--- src/rtl/icc_branch_unit.sv ---
// SPARC integer condition-code register and Bicc delayed-branch/annul unit.
// Latches ALU flags on cc-setting ops, evaluates Bicc and drives fetch redirect plus slot squash.
module icc_branch_unit #(
  parameter int unsigned ADDR_W    = 32,
  parameter logic [3:0]  RESET_ICC = 4'b0000
) (
  input  logic              clk,
  input  logic              rst_n,
  input  logic              stall,
  input  logic              alu_valid,
  input  logic [5:0]        op3,
  input  logic              n_in,
  input  logic              z_in,
  input  logic              v_in,
  input  logic              c_in,
  input  logic              br_valid,
  input  logic [3:0]        cond,
  input  logic              a_bit,
  input  logic [ADDR_W-1:0] br_target_in,
  input  logic              instr_valid,
  output logic [3:0]        icc,
  output logic              cin,
  output logic              br_taken,
  output logic [ADDR_W-1:0] br_target,
  output logic              annul_slot,
  output logic              in_slot
);

  typedef enum logic {IDLE = 1'b0, SLOT = 1'b1} state_t;

  state_t              state_q, state_d;
  logic [3:0]          icc_q, icc_d;
  logic                taken_q, taken_d;
  logic [ADDR_W-1:0]   tgt_q, tgt_d;
  logic                annul_pend_q, annul_pend_d;

  logic                cc_op, cc_wr, cond_base, cond_taken, accept;
  logic [3:0]          flags, f;

  assign flags = {n_in, z_in, v_in, c_in};

  // cc-setting arithmetic/logic opcodes (ADDcc..XNORcc family, incl. ADDXcc/SUBXcc)
  always_comb begin
    cc_op = 1'b0;
    case (op3)
      6'b010000, 6'b011000, 6'b010100, 6'b011100, 6'b010001,
      6'b010101, 6'b010010, 6'b010110, 6'b010011, 6'b010111: cc_op = 1'b1;
      default: cc_op = 1'b0;
    endcase
  end

  assign annul_slot = (state_q == SLOT) & annul_pend_q & instr_valid;
  assign cc_wr      = alu_valid & ~stall & cc_op & ~annul_slot;
  assign f          = (cc_wr & br_valid) ? flags : icc_q;

  // f = {N,Z,V,C}; cond[3] inverts the base test (never -> always)
  always_comb begin
    cond_base = 1'b0;
    case (cond[2:0])
      3'd0: cond_base = 1'b0;
      3'd1: cond_base = f[2];
      3'd2: cond_base = f[2] | (f[3] ^ f[1]);
      3'd3: cond_base = f[3] ^ f[1];
      3'd4: cond_base = f[0] | f[2];
      3'd5: cond_base = f[0];
      3'd6: cond_base = f[3];
      3'd7: cond_base = f[1];
      default: cond_base = 1'b0;
    endcase
    cond_taken = cond_base ^ cond[3];
  end

  // A branch in an annulled slot is dropped; otherwise IDLE or DCTI couple accepts it
  assign accept = br_valid & ~stall & ((state_q == IDLE) | ~annul_pend_q);

  always_comb begin
    state_d      = state_q;
    icc_d        = icc_q;
    taken_d      = taken_q;
    tgt_d        = tgt_q;
    annul_pend_d = annul_pend_q;
    if (cc_wr) icc_d = flags;
    if (!stall) begin
      taken_d = 1'b0;
      if (accept) begin
        state_d      = SLOT;
        taken_d      = cond_taken;
        tgt_d        = br_target_in;
        annul_pend_d = a_bit & (~cond_taken | (cond == 4'b1000));
      end else if ((state_q == SLOT) && instr_valid) begin
        state_d      = IDLE;
        annul_pend_d = 1'b0;
      end
    end
  end

  always_ff @(posedge clk or negedge rst_n) begin
    if (!rst_n) begin
      state_q      <= IDLE;
      icc_q        <= RESET_ICC;
      taken_q      <= 1'b0;
      tgt_q        <= '0;
      annul_pend_q <= 1'b0;
    end else begin
      state_q      <= state_d;
      icc_q        <= icc_d;
      taken_q      <= taken_d;
      tgt_q        <= tgt_d;
      annul_pend_q <= annul_pend_d;
    end
  end

  assign icc       = icc_q;
  assign cin       = icc_q[0];
  assign br_taken  = taken_q;
  assign br_target = tgt_q;
  assign in_slot   = (state_q == SLOT);

endmodule

--- config.mk ---
export PLATFORM = sky130hd
export DESIGN_NAME = icc_branch_unit
export DESIGN_NICKNAME = d
export VERILOG_FILES = /design/src/rtl/icc_branch_unit.sv
export SDC_FILE = /design/constraint.sdc
export NUM_CORES = 1
export LEC_CHECK = 0
export CAP_MARGIN = 40
export CORE_ASPECT_RATIO = 0.8
export CORE_UTILIZATION = 35
export CTS_CLUSTER_DIAMETER = 120
export DETAILED_ROUTE_END_ITERATION = 10
export PLACE_DENSITY = 0.86
export SLEW_MARGIN = 15
export SYNTH_ARGS = -nofsm -noshare
export SYNTH_HDL_FRONTEND = slang
export SYNTH_SLANG_ARGS = --single-unit
--- constraint.sdc ---
create_clock -name clk -period 1.6 [get_ports clk]
set_input_delay 0.32 -clock clk [delete_from_list [all_inputs] [get_ports clk]]
set_output_delay 0.32 -clock clk [all_outputs]
set_load 0.05 [all_outputs]
==> Word-level counts from Yosys, hierarchy flattened <==
Memories as Yosys holds them, arrays and structs flattened.
Cells that the tools add are included.
{ "op_classes": {"reduce_logical": 5, "eq_ne": 8, "muxes": 7, "bitwise": 20} }
{ "op_table": {"columns": ["cell", "n"], "rows": [
  ["== test 3 bit (second input constant)", 4],
  ["AND 1 bit", 9],
  ["case mux 1 bit (8 select lines)", 1],
  ["== test 3 x 2 -> 1 bit (second input constant)", 2],
  ["two-way mux 1 bit", 5],
  ["NOT 1 bit", 5],
  ["== test 4 bit (second input constant)", 1],
  ["two-way mux 4 bit", 1],
  ["bitwise OR 1 bit", 4],
  ["AND reduction 2 bit", 2],
  ["== test 3 x 1 -> 1 bit (second input constant)", 1],
  ["logical NOT 3 bit", 1],
  ["nonzero test 2 bit", 1],
  ["XOR 1 bit", 2],
  ["logical AND 1 bit", 1]
]} }
{ "totals": {"out_inout_bits": 40, "memories": 1, "register_bits": 39, "inputBits": 53, "romBits": 32} }
{ "mem_list": {"columns": ["memory", "depth", "width", "read_ports", "rd_clocked_by_memory_dff", "wr", "line", "text"], "rows": [
  ["(name not given)", 32, 1, 1, 0, 0, "45", "case (op3)"]
]} }

==> Longest topological paths before layout <==
{ "depth": {"word_depth": 14, "ltp_mapped": 7, "mapped_depth_nobuf": 6} }

==> Worst setup path before layout <==
No wires, ideal clock.
{ "synth_path": {"path_type": "register -> register", "start": "reg state_q, in the netlist in_slot", "end": "reg annul_pend_q", "setup_slack_ns": -0.537, "setup_time_ns": 0.082, "arrival_time_ns": 2.055, "period_less_slack_ns": 2.137, "t_required_ns": 1.518, "path_stages_with_launch": 8, "path_cell_list": "dfrtp_1 > and3_4 > nand4bb_1 > buf_6 > mux2i_4 > o32ai_4 > or2_1 > a31oi_1"} }
{ "synth_between": {"elab_chain_cells": 14, "word_cells_on_any_way": 21, "classes_between": "mux (3); bitwise (15); reduce/logical (3)"} }
{ "synth_lines": {"columns": ["element", "line", "text"], "rows": [
  ["start, declared", "31", "state_t state_q, state_d;"],
  ["start signal, assigned", "105", "state_q <= state_d;"],
  ["AND 1 bit (*) (2 in a row)", "52", "assign annul_slot = (state_q == SLOT) & annul_pend_q & instr_valid;"],
  ["net annul_slot", "25", "output logic annul_slot,"],
  ["NOT 1 bit (*)", "53", "assign cc_wr = alu_valid & ~stall & cc_op & ~annul_slot;"],
  ["AND 1 bit (*)", "53", null],
  ["AND 1 bit (*)", "54", "assign f = (cc_wr & br_valid) ? flags : icc_q;"],
  ["two-way mux 4 bit (*)", "54", null],
  ["XOR 1 bit", "62, 63", null],
  ["bitwise OR 1 bit", "62", "3'd2: cond_base = f[2] | (f[3] ^ f[1]);"],
  ["case mux 1 bit (8 select lines) (*)", "59", "case (cond[2:0])"],
  ["XOR 1 bit (*)", "70", "cond_taken = cond_base ^ cond[3];"],
  ["NOT 1 bit (*)", "89", "annul_pend_d = a_bit & (~cond_taken | (cond == 4'b1000));"],
  ["bitwise OR 1 bit (*)", "89", null],
  ["AND 1 bit (*)", "89", null],
  ["two-way mux 1 bit (*)", "85", "if (accept) begin"],
  ["end signal, assigned", "109", "annul_pend_q <= annul_pend_d;"],
  ["end, declared", "35", "logic annul_pend_q, annul_pend_d;"]
]} }
Mark *: on every way through the listed nets, which the timed path passes. The rest lies on a longest branch.
A chain may end at the register's enable or synchronous reset.

==> Worst setup path after layout <==
{ "layout_path": {"start": "reg state_q, in the netlist in_slot", "end": "reg taken_q, in the netlist br_taken"} }
{ "layout_between": {"elab_chain_cells": 11, "word_cells_on_any_way": 15, "classes_between": "mux (3); bitwise (12)"} }
{ "layout_lines": {"columns": ["element", "line", "text"], "rows": [
  ["AND 1 bit (2 in a row)", "52", null],
  ["NOT 1 bit", "53", null],
  ["AND 1 bit", "53", null],
  ["AND 1 bit", "54", null],
  ["two-way mux 4 bit", "54", null],
  ["XOR 1 bit", "62, 63", null],
  ["bitwise OR 1 bit", "62", null],
  ["case mux 1 bit (8 select lines)", "59", null],
  ["XOR 1 bit", "70", null],
  ["two-way mux 1 bit (*)", "85", null],
  ["end signal, assigned", "107", "taken_q <= taken_d;"],
  ["end, declared", "33", "logic taken_q, taken_d;"]
]} }
Every way passes the cells marked *; elsewhere a longest branch is shown, timed or not.

==> summary.txt <==
Most common cell after layout, fill and taps aside -> buf_4
All-Layer GR Usage -> 17.6%
Max incr delay on CP -> 410 ps
Top delay family on crit path -> simple AND/OR/NAND/NOR gates
Die Wd -> 81.9 um
Synthesis Warnings -> 0
PwrDens -> 1260 nW/um2
Gpl congestion -> 0.857
Clk_skew -> 2.70 ps
Final core occ -> 65.0%
Initial antenna violation count -> 0
Largest net degree at the start of global routing -> 36
Critical path class -> flop to flop
Max-slew violations -> 0
Vias after detailed routing -> 1471
Post-route DRC -> 0
Drt first pass iters -> 4
I/O Pins -> 93
Dpl cells -> 296
Post-route insts no fill -> 310
Final ANT Viol Nets -> 0
Inserted Diodes -> 0
# clock sinks -> 39
DP HPWL -> 3350 um
Row count -> 22
Cell Chain, Critical Path -> and3_4 > nand4bb_1 > buf_6 > mux2i_2 > o21ai_2 > buf_4 > nor3_2 > o31ai_2
Setup TNS -> -419 ps
Post-Synthesis Cells -> 131
Synth Area per Inst -> 13.6 um2
Height of the die -> 65.9 um
H-tree Lvls -> 2
Core ar. -> 4730 um2
Area delta synth->final -> 72.2%
WL final -> 4410 um
Clock buffer depth -> 2
Synth Cell Area -> 1790 um2
CP bufs+invs -> 2
Seq/Total Area, Yosys -> 54.6%
Status -> finished, violations left
WP data arrival -> 1910 ps
Routed WL per cell -> 14.2 um
Worst-path clk slew -> 70 ps
RSZ-0062 raised after global routing -> true
Hold Path Class -> primary input to asynchronous set/reset pin
PortBufs -> 91
Netlist cell types -> 30
Layout cell share with drive strength beyond 1 -> 49.2%
CP max stage cell -> dfrtp_2
Die area -> 5400 um2
Failing checks -> negative setup slack
DR iter-0 viols -> 50
Grt ovf -> 0
CP startpoint kind -> flop
Worst Tran Pin Value -> 470 ps
Root Buffer -> clkbuf_8
Crit share post-route -> 109%
Via count of the first global-routing pass -> 1521
Via density -> 4.75
Final Critical Period -> 1740 ps
Final Hold Fails -> 0
Worst Setup Slack, final -> -143 ps
Synthesized net count -> 184
CP max FO -> 5
F_max -> 0.574 GHz
Clock latency on the worst-skew pair -> 290 ps
Synth Register Bits -> 39
Maximum VDD drop -> 0.000971 V
Nets@finish -> 302
First-pass GRT wire length -> 7070 um
TritonCTS Buffers -> 5
Max cap viols -> 0
Relative slew slack -> 68.7%
Commonest non-fill, non-tap cells in the layout -> 56 x buf_4, 43 x clkdlybuf4s50_1, 38 x dfrtp_1
TritonCTS clock tree -> built
Setup violators final -> 6
Starting Density -> 37.7%
Critical Path RT -> 1770 ps
CP Capture Type -> flop
Leak -> 1.39 nW
## final timing paths
kind / start / endpoint / slack [ps] / cells after the start
max: in_slot / br_taken / -140 / 8
min: rst_n / br_target[24] / 490 / 2
max reg2reg: in_slot / br_taken / -140 / 8
min reg2reg: br_target[28] / br_target[28] / 510 / 1
max in group asynchronous: rst_n / br_target[11] / 540 / 3
min in group clk: br_target[28] / br_target[28] / 510 / 1
## report_power, final
part,internal (mW),switching [mW]
registers,1.17,0.118
logic,0.738,1.02
clock network,0.504,0.334
## layout make-up
cell class,instances,area [um2]
Clock inverter,2,35.0
Timing Repair Buffer,117,1100
Multi-Input combinational cell,82,790
Inverter,4,15.0
Fill cell,381,1660
Sequential cell,39,977
Clock buffer,6,82.6
Tap cell,60,75.1
## timing repair
action                                 4_1_cts  5_1_grt
resized for setup                            7        7
hold buffers                                 1        0
setup buffers                                5        0
endpoints found under the hold margin       16        0
setup endpoints to repair                    2        6
pin swaps                                    8        3
## registers in the layout, summed over array words and instances, names as in the netlist
register / flops
in_slot: 1
annul_pend_q: 1
br_taken: 1
icc: 4
br_target: 32
## metrics by stage
| step | hold slack, ps | setup WS [ps] | power, mW | area (um2) |
|---|---|---|---|---|
| 6_report | 492 | -143 | 3.88 | 3080 |
| 5_1_grt | 518 | -240 | 4.07 | 3080 |
| 4_1_cts | 491 | -199 | 3.91 | 3050 |
| 3_5_place_dp | 277 | -585 | 3.05 | 2880 |
| 3_3_place_gp | 268 | -482 | 3.01 | 2880 |
| 2_1_floorplan | 24.4 | -332 | 2.34 | 1790 |
## per-layer routing
| metal | GRT usage (%) | vias to the layer above | part of all wire (%) |
|---|---|---|---|
| li1 | - | 695 | - |
| met1 | 22.5 | 706 | 43 |
| met2 | 28.1 | 65 | 48 |
| met3 | 5.52 | 5 | 8.7 |
| met4 | 5.92 | 0 | 0.95 |
| met5 | 0 | - | 0 |
## cell families after synthesis
group	after synthesis	synth area share, %
and+or+nand+nor	25	8.40
muxes	42	26.8
AOI/OAI and AO/OA	13	6.44
DFF	39	54.6
buffers and inverters	10	2.80
xor gates and xnor gates	2	0.981
## synthesized netlist by cell type
library cell  number  area share, %
a31oi_1            1           0.35
buf_2              1           0.28
or2_1              1           0.35
a221oi_1           2           0.98
inv_1              4           0.84
nand4bb_1          2            1.3
o21a_1             1           0.42
o21ai_1            1           0.28
nor2b_1            2           0.70
and3_4             2            1.3
o21ai_2            1           0.49
buf_6              1           0.63
xnor2_1            2           0.98
nand3b_1           1           0.42
o21ai_0            3           0.84
clkbuf_1           3           0.63
nand2b_1           3            1.1
mux2i_1            5            2.8
nor2_1             5            1.1
nand2_1            7            1.5
nand3_1            1           0.28
o32ai_4            1            1.5
o31ai_2            1           0.70
mux2i_4            1            1.3
a21boi_0           1           0.42
o31ai_1            1           0.42
mux2_2            36             23
buf_4              1           0.42
nor3_2             1           0.56
dfrtp_1           39             55
Note: power is estimated with default switching activity, not from simulation.
